### src/rtl/div_arb_pkg.sv
// Shared widths, constants and tag type for the divider arbiter and its pipelined divider core.
package div_arb_pkg;

  localparam int unsigned DIV_DIVIDEND_W  = 20;
  localparam int unsigned DIV_DIVISOR_W   = 10;
  localparam int unsigned DIV_QUOT_W      = 20;
  localparam int unsigned DIV_LAT_DEFAULT = 24;

  // Wide enough for the largest supported requester count (8).
  localparam int unsigned TAG_ID_W = 3;

  localparam logic [DIV_QUOT_W-1:0] DZ_QUOT = 20'hFFFFF;

  typedef struct packed {
    logic                valid;
    logic [TAG_ID_W-1:0] id;
    logic                dz;
  } div_tag_t;

endpackage

### src/rtl/div_arb_tag_pipe.sv
// Fixed-length shift register of in-flight op tags, cleared by synchronous active-low reset.
module div_arb_tag_pipe
  import div_arb_pkg::*;
#(
  parameter int unsigned DEPTH = DIV_LAT_DEFAULT + 1
) (
  input  logic     clk,
  input  logic     reset_n,
  input  div_tag_t tag_in,
  output div_tag_t tag_out,
  output logic     any_valid
);

  div_tag_t stage_q [DEPTH];

  always_ff @(posedge clk) begin
    if (!reset_n) begin
      for (int unsigned i = 0; i < DEPTH; i++) begin
        stage_q[i] <= '0;
      end
    end else begin
      stage_q[0] <= tag_in;
      for (int unsigned i = 1; i < DEPTH; i++) begin
        stage_q[i] <= stage_q[i-1];
      end
    end
  end

  always_comb begin
    any_valid = 1'b0;
    for (int unsigned i = 0; i < DEPTH; i++) begin
      any_valid = any_valid | stage_q[i].valid;
    end
  end

  assign tag_out = stage_q[DEPTH-1];

endmodule

### src/rtl/divider.sv
// Pipelined unsigned divider core: one op per cycle, quotient appears LAT cycles after the operands.
module divider
  import div_arb_pkg::*;
#(
  parameter int unsigned LAT = DIV_LAT_DEFAULT
) (
  input  logic                      clk,
  input  logic [DIV_DIVIDEND_W-1:0] dividend,
  input  logic [DIV_DIVISOR_W-1:0]  divisor,
  output logic [DIV_QUOT_W-1:0]     quotient
);

  logic [DIV_QUOT_W-1:0] q_comb;
  logic [DIV_QUOT_W-1:0] pipe_q [LAT];

  always_comb begin
    q_comb = dividend / DIV_DIVIDEND_W'(divisor);
  end

  // No reset: consumers qualify the output with their own valid tracking.
  always_ff @(posedge clk) begin
    pipe_q[0] <= q_comb;
    for (int unsigned i = 1; i < LAT; i++) begin
      pipe_q[i] <= pipe_q[i-1];
    end
  end

  assign quotient = pipe_q[LAT-1];

endmodule

### src/rtl/div_arbiter.sv
// Round-robin sharing of one pipelined divider among NREQ requesters, results tagged by id.
// Optional macro DIV_ARBITER_PRIO0_EN gives requester 0 absolute priority.
module div_arbiter
  import div_arb_pkg::*;
#(
  parameter int unsigned NREQ    = 4,
  parameter int unsigned DIV_LAT = DIV_LAT_DEFAULT,
  parameter int unsigned IDW     = 2
) (
  input  logic                           clk,
  input  logic                           reset_n,
  input  logic [NREQ-1:0]                req,
  input  logic [DIV_DIVIDEND_W*NREQ-1:0] dividend_bus,
  input  logic [DIV_DIVISOR_W*NREQ-1:0]  divisor_bus,
  output logic [NREQ-1:0]                gnt,
  output logic                           result_valid,
  output logic [IDW-1:0]                 result_id,
  output logic [DIV_QUOT_W-1:0]          result_q,
  output logic                           result_dz,
  output logic                           busy
);

  logic [IDW-1:0]            rr_ptr;
  logic [IDW-1:0]            gnt_id;
  logic                      gnt_any;
  logic                      rr_upd;
  logic [DIV_DIVIDEND_W-1:0] sel_dividend;
  logic [DIV_DIVISOR_W-1:0]  sel_divisor;
  logic                      issue_valid;
  logic [DIV_DIVIDEND_W-1:0] issue_dividend;
  logic [DIV_DIVISOR_W-1:0]  issue_divisor;
  logic [DIV_QUOT_W-1:0]     div_q;
  div_tag_t                  tag_in;
  div_tag_t                  tag_out;
  logic                      tag_any;

  always_comb begin
    int unsigned sum;
    logic [IDW-1:0] idx;
    gnt_any = 1'b0;
    gnt_id  = '0;
    sum     = 0;
    idx     = '0;
    for (int unsigned k = 0; k < NREQ; k++) begin
      sum = 32'(rr_ptr) + k;
      if (sum >= NREQ) sum = sum - NREQ;
      idx = IDW'(sum);
`ifdef DIV_ARBITER_PRIO0_EN
      if (!gnt_any && idx != '0 && req[idx]) begin
`else
      if (!gnt_any && req[idx]) begin
`endif
        gnt_any = 1'b1;
        gnt_id  = idx;
      end
    end
`ifdef DIV_ARBITER_PRIO0_EN
    rr_upd = gnt_any;
    if (req[0]) begin
      gnt_any = 1'b1;
      gnt_id  = '0;
      rr_upd  = 1'b0;
    end
`else
    rr_upd = gnt_any;
`endif
    if (!reset_n) begin
      gnt_any = 1'b0;
      rr_upd  = 1'b0;
    end
  end

  assign gnt = gnt_any ? (NREQ'(1) << gnt_id) : '0;

  always_comb begin
    sel_dividend = '0;
    sel_divisor  = '0;
    for (int unsigned i = 0; i < NREQ; i++) begin
      if (32'(gnt_id) == i) begin
        sel_dividend = dividend_bus[i*DIV_DIVIDEND_W +: DIV_DIVIDEND_W];
        sel_divisor  = divisor_bus[i*DIV_DIVISOR_W +: DIV_DIVISOR_W];
      end
    end
  end

  always_ff @(posedge clk) begin
    if (!reset_n) begin
      rr_ptr <= '0;
    end else if (rr_upd) begin
      rr_ptr <= (32'(gnt_id) == NREQ - 1) ? '0 : gnt_id + IDW'(1);
    end
  end

  // A zero divisor still issues with divisor 1; the result is overridden at the output.
  always_ff @(posedge clk) begin
    if (!reset_n) begin
      issue_valid    <= 1'b0;
      issue_dividend <= '0;
      issue_divisor  <= '0;
    end else begin
      issue_valid <= gnt_any;
      if (gnt_any) begin
        issue_dividend <= sel_dividend;
        issue_divisor  <= (sel_divisor == '0) ? DIV_DIVISOR_W'(1) : sel_divisor;
      end
    end
  end

  always_comb begin
    tag_in       = '0;
    tag_in.valid = gnt_any;
    tag_in.id    = TAG_ID_W'(gnt_id);
    tag_in.dz    = gnt_any && (sel_divisor == '0);
  end

  divider #(
    .LAT(DIV_LAT)
  ) u_divider (
    .clk      (clk),
    .dividend (issue_dividend),
    .divisor  (issue_divisor),
    .quotient (div_q)
  );

  div_arb_tag_pipe #(
    .DEPTH(DIV_LAT + 1)
  ) u_tag_pipe (
    .clk       (clk),
    .reset_n   (reset_n),
    .tag_in    (tag_in),
    .tag_out   (tag_out),
    .any_valid (tag_any)
  );

  always_ff @(posedge clk) begin
    if (!reset_n) begin
      result_valid <= 1'b0;
      result_id    <= '0;
      result_q     <= '0;
      result_dz    <= 1'b0;
    end else begin
      result_valid <= tag_out.valid;
      if (tag_out.valid) begin
        result_id <= tag_out.id[IDW-1:0];
        result_dz <= tag_out.dz;
        result_q  <= tag_out.dz ? DZ_QUOT : div_q;
      end
    end
  end

  assign busy = issue_valid | tag_any;

endmodule
### config.mk
export PLATFORM = sky130hd
export DESIGN_NAME = div_arbiter
export DESIGN_NICKNAME = d
export VERILOG_FILES = /design/src/rtl/div_arb_pkg.sv /design/src/rtl/div_arb_tag_pipe.sv /design/src/rtl/divider.sv /design/src/rtl/div_arbiter.sv
export SDC_FILE = /design/constraint.sdc
export NUM_CORES = 1
export LEC_CHECK = 0
export ABC_AREA = 1
export BUFFER_PORTS_ARGS = -buffer_cell sky130_fd_sc_hd__buf_2
export CAP_MARGIN = 20
export CORE_MARGIN = 1.5
export CORE_UTILIZATION = 53
export CTS_CLUSTER_DIAMETER = 150
export DETAILED_ROUTE_END_ITERATION = 6
export PLACE_DENSITY_LB_ADDON = 0.2
export SLEW_MARGIN = 25
export SYNTH_ARGS = -nofsm -noshare
export SYNTH_HDL_FRONTEND = slang
export SYNTH_SLANG_ARGS = --single-unit
### constraint.sdc
create_clock -name clk -period 44 [get_ports clk]
set_clock_uncertainty 0.2 [all_clocks]
set_input_delay 11 -clock clk [delete_from_list [all_inputs] [get_ports clk]]
set_output_delay 11 -clock clk [all_outputs]
set_load 0.01 [all_outputs]
## Word level (Yosys, flattened, before mapping)

Memories as Yosys holds them, arrays and structs flattened.
Cells that the tools add are included.

| word-level totals | value |
|---|---|
| bits in writable memories | 605 |
| memories | 2 |
| register bits after elaboration | 57 |
| logic and storage cells | 150 |
| output and inout bits | 29 |

Memories:

| memory | depth | width | read ports | clocked after memory_dff | write ports | line | text |
|---|---|---|---|---|---|---|---|
| u_divider.pipe_q | 24 | 20 | 24 | 0 | 24 | divider.sv:14 | `logic [DIV_QUOT_W-1:0] pipe_q [LAT];` |
| u_tag_pipe.stage_q | 25 | 5 | 25 | 0 | 25 | div_arb_tag_pipe.sv:14 | `div_tag_t stage_q [DEPTH];` |

| operators by class | value |
|---|---|
| mux-type cells | 60 |
| bitwise operators | 50 |
| div/mod/pow operators | 1 |
| reductions and logical operators | 9 |
| add/subtract/negate cells | 8 |
| magnitude comparators | 8 |
| shift operators | 1 |
| eq/ne operators | 3 |

Operators with widths:

| kind | number |
|---|---|
| $mux 5 | 25 |
| $mux 20 | 5 |
| $mux 10 | 5 |
| $or 1x1->1 | 50 |
| $div 20x10->20 | 1 |
| $mux 2 | 9 |
| $lt 2x3->1 const B | 4 |
| $mux 1 | 11 |
| $logic_not 10->1 | 1 |
| $ge 3x3->1 const B | 3 |
| $bmux 1 s2 | 4 |
| $sub 2x1->2 const B | 4 |
| $add 2x2->3 const B | 2 |
| $eq 2x2->1 const B | 2 |
| $logic_and 1x1->1 | 4 |
| $mux 4 | 1 |
| $shl 1x2->4 const A | 1 |
| $add 2x1->3 const B | 1 |
| $ge 2x3->1 const B | 1 |
| $logic_not 1->1 | 3 |
| $add 2x1->2 const B | 1 |
| $eq 2x1->1 const B | 1 |
| $logic_not 2->1 | 1 |

## Logic depth before layout (Yosys ltp)

Gate-level depths: netlist (run 1).
An unclocked memory read counts as a cell.

| logic depth | value |
|---|---|
| depth in word-level cells | 26 |
| mapped depth | 300 |
| gate-level depth less buffers | 288 |

## Modules after synthesis

From an unflattened synthesis (run 1), not the netlist that was laid out.

| second synthesis, totals | value |
|---|---|
| cell total of the unflattened synthesis | 2833 |
| area, all modules | 25064.0 µm² |

By module, submodules not included:

| module | times used | cells an instance | seq. area each (µm²) | area each (µm²) |
|---|---|---|---|---|
| divider | 1 | 1905 | 9609.2 | 18109.9 |
| div_arb_tag_pipe | 1 | 426 | 2502.4 | 3691.0 |
| div_arbiter | 1 | 502 | 1141.1 | 3263.1 |

## Worst setup path before layout (run 1)

Ideal clock, no wire load.

| path | value |
|---|---|
| path type | reg2reg |
| from | register issue_divisor[0] |
| to | memory u_divider.pipe_q[0][0] |
| arrival time | 35.329 ns |
| path slack | 8.357 ns |
| buffers on the path | 16 |
| stages on the path, launching flop included | 283 |
| required time | 43.686 ns |
| setup time | 0.114 ns |
| cell sequence | dfxtp_1 inv_1 ha_1 nor2_1 nor2_1 nand2_1 nand2_1 nand2_1 inv_1 ha_1 nand2_1 inv_1 o211ai_2 inv_2 nand2_1 nand2_1 ha_1 a21oi_1 [247 not listed] nor2_4 nand3_4 inv_2 buf_2 o21ai_0 ha_1 o21ai_0 nand2_1 a21o_1 a21oi_1 o221ai_1 a21o_1 a21oi_1 nand2_1 nor2_1 nand2_1 nor2_1 nand2_1 |

RTL lines:

| what | line | text |
|---|---|---|
| start, declared | div_arbiter.sv:31 | `logic [DIV_DIVISOR_W-1:0] issue_divisor;` |
| start signal, assigned | div_arbiter.sv:104 | `issue_divisor <= (sel_divisor == '0) ? DIV_DIVISOR_W'(1) : sel_divisor;` |
| end, declared | divider.sv:14 |  |

==> results of run 1 <==
-- per-layer routing --
layer / wire length [um] / global-route usage [%]
met1: 23100 / 26.4
met2: 23500 / 37.5
met3: 2330 / 3.62
met4: 1540 / 8.42
met5: 16 / 0
-- worst max-delay path, delay by kind of cell (launching register included) --
kind	cells	cell delay, ns
adders and majority gates	20	6.34
buffers and inverters	42	4.51
AOI/OAI and AO/OA	78	13.28
and+or+nand+nor	135	14.36
DFF	1	0.35
-- worst max path at each step --
| stage | start | end | slack [ns] |
|---|---|---|---|
| after CTS | issue_divisor[0] | u_divider.pipe_q[0][0] | 4.03 |
| after global placement | issue_divisor[0] | u_divider.pipe_q[0][0] | 6.08 |
| after global routing | issue_divisor[0] | u_divider.pipe_q[0][0] | 0.08 |
| after floorplan | issue_divisor[0] | u_divider.pipe_q[0][0] | 8.36 |
| after detailed placement | issue_divisor[0] | u_divider.pipe_q[0][0] | 4.20 |
| final | issue_divisor[0] | u_divider.pipe_q[0][0] | 4.77 |
-- flip-flops by register name, summed over array words and instances (netlist names) --
name,count
u_tag_pipe.stage_q,100
rr_ptr,2
issue_divisor,10
result_dz,1
result_q,20
result_valid,1
issue_dividend,20
result_id,2
u_divider.pipe_q,480
-- kinds of logic (layout without fill, tap and decap cells) --
family | Yosys count | in the layout | share of synthesized area (%)
buffers and inverters | 480 | 678 | 7.44
other | 0 | 2 | 0
adders and majority gates | 160 | 160 | 8.10
AOI/OAI and AO/OA | 420 | 420 | 9.53
xor gates and xnor gates | 96 | 96 | 3.40
and+or+nand+nor | 1075 | 1075 | 20.0
DFF | 636 | 636 | 51.5
-- per-stage QoR --
stage	instance area [um2]	hold slack (ns)	cells	worst slack [ns]
2_1_floorplan	24700	0.110	2867	8.36
3_3_place_gp	26000	0.110	3560	6.08
3_5_place_dp	26000	0.112	3560	4.20
4_1_cts	28100	0.120	3665	4.03
5_1_grt	28100	0.122	3667	0.0846
6_report	28100	0.117	3667	4.77
-- placed cells by master (no fill, tap or decap), types with 30 or more instances in the layout --
master / count
o21ai_1: 30
inv_1: 355
o21ai_0: 192
nand3_1: 147
inv_2: 38
xnor2_1: 31
xor2_1: 65
buf_2: 153
dfxtp_1: 636
a21oi_1: 111
ha_1: 160
nand2_1: 629
clkbuf_16: 56
nor2_1: 113
-- layout make-up --
class | count | area [um2] | area share (%)
clock buffer | 78 | 1640 | 5.84
antenna | 2 | 5.00 | 0.0178
sequential | 636 | 12700 | 45.3
timing repair buffer | 172 | 908 | 3.23
tap | 600 | 751 | 2.67
clock inverter | 27 | 425 | 1.51
inverter | 401 | 1520 | 5.39
multi-input combinational | 1751 | 10200 | 36.1
==> impl_metrics.json, run 1 <==
{
  "synth_top_area_share_pct": 51.5,
  "cts_tree": "built",
  "clockBufferDepth": 3,
  "routed_via_density": 4.92,
  "numCtsBuffers": 56,
  "tightest_slew_ns": 0.756,
  "wl_um": 50500,
  "setup_viol": 0,
  "syn_area_mm2": 0.0247,
  "reg2reg_to": "u_divider.pipe_q[0][0]",
  "core-area_mm2": 0.0457,
  "area_growth_pct": 13.8,
  "async_reset_ff_share_pct": 0,
  "arrival_ns": 39.53,
  "path_class": "flip-flop to flip-flop",
  "tns_ns": 0,
  "synth_edf_count": 0,
  "routedWlPerCell_um": 13.8,
  "place_congestion": 0.903,
  "yosysMostFrequentCell": "dfxtp_1",
  "whs_path_depth": 0,
  "drtIter0Drc": 944,
  "grt_pass1_wl_um": 83400,
  "ys.flop_type": "dfxtp_1",
  "synth_common_cells": "dfxtp_1 (636), nand2_1 (629), inv_1 (357), o21ai_0 (193), ha_1 (160)",
  "start_util_pct": 54.1,
  "r2r_slack_ns": 4.77,
  "grt.total_usage_pct": 21.5,
  "io_buffer_count": 154,
  "synth_cell_types": 57,
  "first_global_vias": 17700,
  "max_stage_delay_ns": 0.37,
  "ctsHoldBuffers": 0,
  "timing.final.crit_share_pct": 89.1,
  "chipWidth_um": 219,
  "die_h_um": 219,
  "ys_ff_latch": 636,
  "fin_util_pct": 61.6,
  "fmax_mhz": 25.5,
  "synth_top_area_cell": "dfxtp_1",
  "syn_avg_cell_area_um2": 8.62,
  "nets": 3304,
  "path_clk_slew_ns": 0.06,
  "fillCellCount": 3861,
  "yosysSeqAreaShare_pct": 51.5,
  "status": "finished, final reports clean",
  "rows": 78,
  "synthCells": 2867,
  "worstHoldEndpoint": "u_divider.pipe_q[1][55]",
  "rsz0062_at_grt": "no",
  "start_kind": "flip-flop",
  "antenna_found_initial": 4,
  "die_area_mm2": 0.0479,
  "drive_gt1_share_pct": 14.0,
  "insertion_delay_ns": 0.61,
  "worstRegToRegCells": 275,
  "cp_common_cell": "nand2_1",
  "drv_slew": 0,
  "synth_nets": 3153,
  "drc_errors": 0,
  "ios": 155,
  "grt-ovfl-total": 0,
  "cts_root_buffer": "clkbuf_16",
  "cts_sinks": 636,
  "vias": 18000,
  "postRouteAntennaNets": 0,
  "cp_slowest_cell": "ha_1",
  "rr_startpoint": "issue_divisor[0]",
  "grt_max_degree": 72,
  "hold_viol_final": 0,
  "yosys_warnings": 0,
  "cp-end-kind": "flip-flop",
  "cap_violations": 0,
  "cp_max_fo": 19,
  "worstHoldStart": "u_divider.pipe_q[1][35]",
  "htreeDepth": 2,
  "cts_setup_buffers": 0,
  "hold_path.class": "flip-flop to flip-flop",
  "dr.pass1.iters": 5,
  "slew_headroom_pct": 49.5,
  "min_period_ns": 39.23,
  "worstPathRequired_ns": 44.30,
  "cts_resized": 0,
  "synthTopCellsByArea": "dfxtp_1 (52%), nand2_1 (9.6%), ha_1 (8.1%)",
  "place_hpwl_um": 36800
}
Power of run 1 is left out: the tool's default activity adds up to more than one toggle a clock period on the data nets, which glitch-free logic cannot reach.
==> run 2: changes to the inputs <==
--- a/config.mk
+++ b/config.mk
@@ -5,10 +5,8 @@
 export SDC_FILE = /design/constraint.sdc
 export NUM_CORES = 1
 export LEC_CHECK = 0
-export ABC_AREA = 1
 export BUFFER_PORTS_ARGS = -buffer_cell sky130_fd_sc_hd__buf_2
 export CAP_MARGIN = 20
-export CORE_MARGIN = 1.5
 export CORE_UTILIZATION = 53
 export CTS_CLUSTER_DIAMETER = 150
 export DETAILED_ROUTE_END_ITERATION = 6
==> impl_metrics.json, run 2 <==
{
  "reg_top3": "u_divider.pipe_q x480, u_tag_pipe.stage_q x100",
  "synthAdderAreaFrac_pct": 8.45,
  "path_clk_slew_ns": 0.07,
  "yosys_warnings": 0,
  "numCtsBuffers": 57,
  "rows": 77,
  "drtIter0Drc": 978,
  "nets": 2776,
  "place_hpwl_um": 37800,
  "final_cells": 3129,
  "antenna_cells": 0,
  "insertion_delay_ns": 0.61,
  "dr.pass1.iters": 5,
  "cap_violations": 0,
  "synthTopCellsByArea": "dfxtp_1 (53%), ha_1 (8.4%), and2_1 (2.7%)",
  "start_kind": "flip-flop",
  "drive_gt1_share_pct": 19.9,
  "cp-end-kind": "flip-flop",
  "setup_viol": 0,
  "top_register": "u_divider.pipe_q",
  "mostFrequentLayoutCells": "dfxtp_1 (633), ha_1 (158), nand2_1 (153), buf_2 (153), nor2_1 (148)",
  "synth_top_family_by_area": "simple AND/OR/NAND/NOR gates",
  "cp_max_fo": 13,
  "cts_sinks": 636,
  "cp_common_cell": "o21a_1",
  "cts_tree": "built",
  "drc_errors": 0,
  "worstSetupStartpoint": "issue_divisor[0]",
  "vias": 17200,
  "max_stage_delay_ns": 0.52,
  "ctsHoldBuffers": 0,
  "grt_max_degree": 135,
  "ys.flop_type": "dfxtp_1",
  "first_global_vias": 17200,
  "routedWlPerCell_um": 17.1,
  "area_growth_pct": 16.5,
  "async_reset_ff_share_pct": 0,
  "fmax_mhz": 24.3,
  "antenna_found_initial": 1,
  "synth_cell_types": 103,
  "tightest_slew_ns": 0.840,
  "placed_area_mm2": 0.0255,
  "postRouteAntennaNets": 0,
  "synth_top_area_cell": "dfxtp_1",
  "min_period_ns": 41.08,
  "synth_nets": 2575,
  "core-area_mm2": 0.0444,
  "synth_edf_count": 0,
  "worstHoldStart": "u_divider.pipe_q[0][82]",
  "arrival_ns": 41.36,
  "path_class": "flip-flop to flip-flop",
  "hold_path.class": "flip-flop to flip-flop",
  "yosysMostFrequentCell": "dfxtp_1",
  "timing.final.crit_share_pct": 93.4,
  "ios": 155,
  "yosysSeqAreaShare_pct": 53.2,
  "muxShareOfSynthArea_pct": 3.11,
  "slew_headroom_pct": 44.0,
  "io_buffer_count": 154,
  "start_util_pct": 53.9,
  "final_common_cell": "dfxtp_1",
  "cts_root_buffer": "clkbuf_16",
  "hold_viol_final": 0,
  "synth_simple_gate_area_share_pct": 15.4,
  "grt.total_usage_pct": 23.1,
  "dp_cells": 3004,
  "grt_pass1_wl_um": 86300,
  "largest_reg_flops": 480,
  "synth_common_cells": "dfxtp_1 (636), ha_1 (160), nand2_1 (153), nor2_1 (151), a21oi_1 (120)",
  "chipWidth_um": 215,
  "synth_top_area_share_pct": 53.2,
  "die_h_um": 215,
  "synth-compound-area-share_pct": 15.3,
  "wl_um": 53400,
  "status": "finished, final reports clean",
  "cp_slowest_cell": "or4_1",
  "syn_avg_cell_area_um2": 10.5,
  "clockBufferDepth": 3,
  "tns_ns": 0,
  "die_area_mm2": 0.0460,
  "htreeDepth": 2,
  "fin_area_mm2": 0.0279,
  "synthCells": 2289,
  "syn_area_mm2": 0.0239,
  "rr_startpoint": "issue_divisor[0]",
  "synth_xor_area_share_pct": 2.23,
  "routed_via_density": 5.51,
  "ys_ff_latch": 636,
  "place_congestion": 0.951,
  "worstPathRequired_ns": 44.27,
  "grt-ovfl-total": 0,
  "drv_slew": 0
}
## run 2: cell types whose count changed after synthesis, moves of 42 or more
cell	delta
nand2_1	-476
inv_1	-305
o21ai_0	-127
nand3_1	-115
and2_1	+98
o21a_1	+68
nor3_1	+54
xor2_1	-42
## run 2: critical path, delay by kind of cell (launching register included)
| family | cells | cell delay, ns |
|---|---|---|
| fa+ha+maj | 20 | 5.96 |
| mux | 7 | 2.07 |
| flops | 1 | 0.39 |
| simple gates | 52 | 9.33 |
| compound gates | 109 | 20.50 |
| buf+inv | 21 | 2.44 |
## run 2: final timing paths
kind                                    to  cells past startpoint  slack (ns)
hold reg to reg   u_divider.pipe_q[0][102]                      0        0.11
hold / removal    u_divider.pipe_q[0][102]                      0        0.11
setup reg to reg    u_divider.pipe_q[0][0]                    209        2.92
setup / recovery    u_divider.pipe_q[0][0]                    209        2.92
## run 2: per-layer routing
metal / track usage [%] / part of all wire [%]
met1: 29.2 / 44
met2: 39.4 / 47
met3: 2.87 / 4.2
met4: 10.3 / 4.1
met5: 0 / 0.022
## run 2: per-stage QoR
stage               hold WS (ns)  setup WS (ns)  util [%]
floorplan                  0.110           2.78         -
global placement           0.110           1.83      57.5
detailed placement         0.112          0.593      57.5
CTS                        0.111          0.455      61.9
global route               0.122         -0.268      62.8
finish                     0.113           2.92      62.8
## run 2: layout make-up
type / count / area (um2)
fillers: 3574 / 16500
flip-flops and latches: 636 / 12700
multi-input cells: 1513 / 10900
clock buffers: 83 / 1680
repair buffers: 220 / 1290
well taps: 592 / 741
clock inverters: 23 / 264
inverters: 60 / 244
repair inverters: 2 / 10.0
## run 2: cells by family (layout without fill, tap and decap cells)
group / count (synthesis) / count (layout)
mux: 65 / 65
simple gates: 707 / 707
fa+ha+maj: 162 / 162
flops: 636 / 636
xor+xnor: 61 / 61
buf+inv: 140 / 388
compound gates: 518 / 518
## run 2: timing repair
action                                  CTS  global route
endpoints found under the setup margin    0             2
buffers inserted                          0            17
resized for setup                         0            64
Power of run 2 is left out for the same reason.
